==> src/rtl/count_sched.sv <==
// count_sched: round-robin arbiter granting a shared down-counter to one of NREQ requesters.
// Ports:
//   clk  - clock, all state updates on the rising edge
//   rst  - synchronous active-high reset
//   req  - level request per requester
//   len  - packed count per requester, field i = len[i*WIDTH +: WIDTH]
//   gnt  - one-cycle one-hot grant pulse to the winner
//   done - one-cycle one-hot completion pulse to the owner
//   busy - high while the counter is owned
//   cnt  - current value of the shared down-counter
module count_sched #(
    parameter int WIDTH = 16,
    parameter int NREQ  = 2
) (
    input  logic                  clk,
    input  logic                  rst,
    input  logic [NREQ-1:0]       req,
    input  logic [NREQ*WIDTH-1:0] len,
    output logic [NREQ-1:0]       gnt,
    output logic [NREQ-1:0]       done,
    output logic                  busy,
    output logic [WIDTH-1:0]      cnt
);
    localparam int IW = NREQ > 1 ? $clog2(NREQ) : 1;
    typedef enum logic {IDLE, RUN} state_t;
    state_t            state_q, state_d;
    logic [WIDTH-1:0]  cnt_q, cnt_d;
    logic [NREQ-1:0]   gnt_q, gnt_d, done_q, done_d;
    logic [IW-1:0]     owner_q, owner_d, ptr_q, ptr_d, win;
    logic              found;
    // ptr_q is the first requester examined; it moves past each winner
    always_comb begin
        win   = '0;
        found = 1'b0;
        for (int k = 0; k < NREQ; k++) begin
            if (!found && req[(int'(ptr_q) + k) % NREQ]) begin
                found = 1'b1;
                win   = IW'((int'(ptr_q) + k) % NREQ);
            end
        end
    end
    always_comb begin
        state_d = state_q;
        cnt_d   = cnt_q;
        gnt_d   = '0;
        done_d  = '0;
        owner_d = owner_q;
        ptr_d   = ptr_q;
        if (state_q == IDLE) begin
            if (found) begin
                state_d      = RUN;
                cnt_d        = len[int'(win)*WIDTH +: WIDTH];
                gnt_d[win]   = 1'b1;
                owner_d      = win;
                ptr_d        = (win == IW'(NREQ - 1)) ? '0 : win + 1'b1;
            end
        end else if (cnt_q != '0) begin
            cnt_d = cnt_q - 1'b1;
        end else begin
            state_d         = IDLE;
            done_d[owner_q] = 1'b1;
        end
    end
    always_ff @(posedge clk) begin
        if (rst) begin
            state_q <= IDLE;
            cnt_q   <= '0;
            gnt_q   <= '0;
            done_q  <= '0;
            owner_q <= '0;
            ptr_q   <= '0;
        end else begin
            state_q <= state_d;
            cnt_q   <= cnt_d;
            gnt_q   <= gnt_d;
            done_q  <= done_d;
            owner_q <= owner_d;
            ptr_q   <= ptr_d;
        end
    end
    assign gnt  = gnt_q;
    assign done = done_q;
    assign busy = (state_q == RUN);
    assign cnt  = cnt_q;
endmodule

==> config.mk <==
export PLATFORM = sky130hd
export DESIGN_NAME = count_sched
export DESIGN_NICKNAME = d
export VERILOG_FILES = /design/src/rtl/count_sched.sv
export SDC_FILE = /design/constraint.sdc
export NUM_CORES = 1
export LEC_CHECK = 0
export CAP_MARGIN = 10
export CELL_PAD_IN_SITES_DETAIL_PLACEMENT = 0
export CELL_PAD_IN_SITES_GLOBAL_PLACEMENT = 2
export CORE_MARGIN = 4
export CORE_UTILIZATION = 24
export DETAILED_ROUTE_END_ITERATION = 8
export HOLD_SLACK_MARGIN = 0.15
export PLACE_DENSITY = 0.91
export SLEW_MARGIN = 20
export SYNTH_ARGS = -nofsm -noshare
export SYNTH_HDL_FRONTEND = slang
export SYNTH_SLANG_ARGS = --single-unit
==> constraint.sdc <==
create_clock -name clk -period 2.3 [get_ports clk]
set_input_delay 0.46 -clock clk [delete_from_list [all_inputs] [get_ports clk]]
set_output_delay 0.46 -clock clk [all_outputs]
set_load 0.01 [all_outputs]
==> results.ini <==
[detailed_routing]
drc = 0
wire_per_inst_um = 14.0
wl_mm = 4.41
ant_nets = 0
drt_iter0_drc = 69
drtPass1Iterations = 4
vias = 1529
vias_per_cell = 4.85

[yosys]
postSynth.asyncResetShare = 0
synth_top_area_share = 0.314
ys_warn_count = 0
yosys-top-cells-area = dfxtp_1, mux2_2, nand2_1
avgSynthCellArea_um2 = 8.25
synth.distinct_cells = 43
synth_seq_area_share = 0.314
yosys.area.top_type = dfxtp_1
ys_ff_latch = 23
synthFlopType = dfxtp_1
synth_cells = 178
syn-num-nets = 215
synth_edf_count = 0
syn_area_um2 = 1470

[placement]
dp_hpwl_mm = 3.32
gp_congestion = 0.815
port_buffers = 56

[power_and_ir_drop]
peakVddDrop_uv = 265
power-per-cell-area_nw_per_um2 = 562
p_leak_nw = 0.821
total_power_mw = 1.25

[clock_tree]
tritoncts = built
clkSinkCount = 23
clk_path_buf_depth = 2
post_cts_resized = 0
worstSkewPairLatency_ns = 0.27
postCtsSetupBuffers = 0
path_clk_slew_ns = 0.09
cts.htree.levels = 1
cts_buffers = 3
cts_hold_buf = 0
cts_root_buf = clkbuf_8

[flow_run]
cap_violations = 0

[grt]
overflow = 0
antenna_found_initial = 0
grt_max_degree = 50
track_usage = 0.118
grt_pass1_wl_mm = 7.27
grt_pass1_vias = 1511

[setup_path]
slowest_stage = nor4b_1
crit_type = reg -> reg
cp_num_buf_inv = 2
crit_path_end_kind = flop
cpPeakStageDelay_ns = 0.34
critPathTopFamily = simple AND/OR/NAND/NOR gates
cp_cell_sequence = inv_1 -> ha_1 -> nor4b_1 -> nand4_1 -> o32ai_4 -> buf_12 -> a21oi_1 -> o32ai_1
arrival_ns = 2.20
worstSetupStartpointType = flop
required_ns = 2.48
path_max_fanout = 16

[timing]
slew_headroom = 0.668
hold_violations = 0
skew_ns = 0.00636
slew_viol_final = 0
tightest_slew_ns = 0.498
layout_min_cycle_time_ns = 2.02
rsz0062_at_grt = no
holdWs_ns = 0.426
setup_tns_ns = 0
setup-violations-final = 0
fin_crit_sh = 0.877
max_freq_ghz = 0.496

[die]
die_h_um = 86.2
start_util = 0.248
io_pins = 57
rows = 28
core_area_um2 = 5920
dieArea_um2 = 7430
die_x_um = 86.2

[status]
status = finished clean

[layout]
syn_to_final_growth_pct = 51.7
fill_cells = 617
drive_gt1_frac = 0.138
nets = 278
antenna_cells = 0

[hold_path]
hp-class = reg -> reg

flip-flops by register name, summed over array words and instances (netlist names):
register and count:
cnt 16, done 2, gnt 2, busy 1, owner_q 1, ptr_q 1
layer usage:
metal,vias up,GRT usage,part of all wire
li1,784,-,-
met1,715,0.154,0.46
met2,28,0.200,0.48
met3,2,0.0352,0.054
met4,0,0.0127,0.0034
met5,-,0,0
cell usage after synthesis, types with 2 or more instances:
cell type	count
dfxtp_1	23
nand2_1	20
inv_1	13
a21oi_1	12
nor2_1	10
mux2_2	9
o211ai_1	8
mux2i_1	7
o21ai_0	7
clkbuf_1	6
o32ai_1	6
nor3_1	5
o21ai_1	5
o22a_1	5
nand2b_1	3
nand3_1	3
a21boi_0	2
buf_6	2
nand3b_1	2
nand4_1	2
o21a_1	2
o31a_1	2
o31ai_1	2
o32a_1	2
or3_1	2
final cells by class:
class / count / area (µm²) / share of cell area
timing repair buffer: 68 / 676 / 0.304
tap: 75 / 93.8 / 0.0422
clock buffer: 3 / 41.3 / 0.0185
inverter: 14 / 52.6 / 0.0236
multi-input combinational: 131 / 897 / 0.403
clock inverter: 1 / 5.00 / 0.00225
sequential: 23 / 460 / 0.207
through the flow:
| stage | util | setup slack (ns) | instance area (µm²) | cells |
|---|---|---|---|---|
| CTS | 0.376 | 0.281 | 2230 | 315 |
| floorplan | - | 0.367 | 1470 | 178 |
| global placement | 0.368 | 0.199 | 2180 | 311 |
| finish | 0.376 | 0.284 | 2230 | 315 |
| global route | 0.376 | 0.0629 | 2230 | 315 |
| detailed placement | 0.368 | 0.166 | 2180 | 311 |
where the power goes:
part / internal, mW / switching, mW
sequential: 0.440 / 0.0491
combinational: 0.267 / 0.230
clock: 0.121 / 0.143
path summary, 6_finish.rpt:
kind,to,cells after the start,from,slack (ns)
setup / recovery,cnt[2]$_SDFFE_PP0P_,8,cnt[0]$_SDFFE_PP0P_,0.28
hold / removal,done[0]$_SDFF_PP0_,1,owner_q$_SDFFE_PP0P_,0.43
setup reg to reg,cnt[2]$_SDFFE_PP0P_,8,cnt[0]$_SDFFE_PP0P_,0.28
hold reg to reg,done[0]$_SDFF_PP0_,1,owner_q$_SDFFE_PP0P_,0.43
layout by cell type (no fill, tap or decap), types with 2 or more instances in the layout:
cell,instances
clkdlybuf4s50_1,56
o32a_1,2
o22a_1,5
buf_4,10
nand3b_1,2
clkbuf_8,3
nor2_1,10
dfxtp_1,23
o32ai_1,6
o21ai_0,7
nand4_1,2
o31ai_1,2
nor3_1,5
mux2i_1,7
o31a_1,2
a21boi_0,2
nand2_1,20
or3_1,2
o211ai_1,8
mux2_2,9
a21oi_1,12
nand2b_1,3
o21a_1,2
buf_12,2
inv_1,13
nand3_1,3
o21ai_1,5
logic make-up after synthesis:
kind of cell,after synthesis,synth area share
simple gates,55,0.191
fa+ha+maj,1,0.00852
compound gates,59,0.295
flops,23,0.314
mux,16,0.117
buf+inv,24,0.0750
Note: power is estimated with default switching activity, not from simulation.
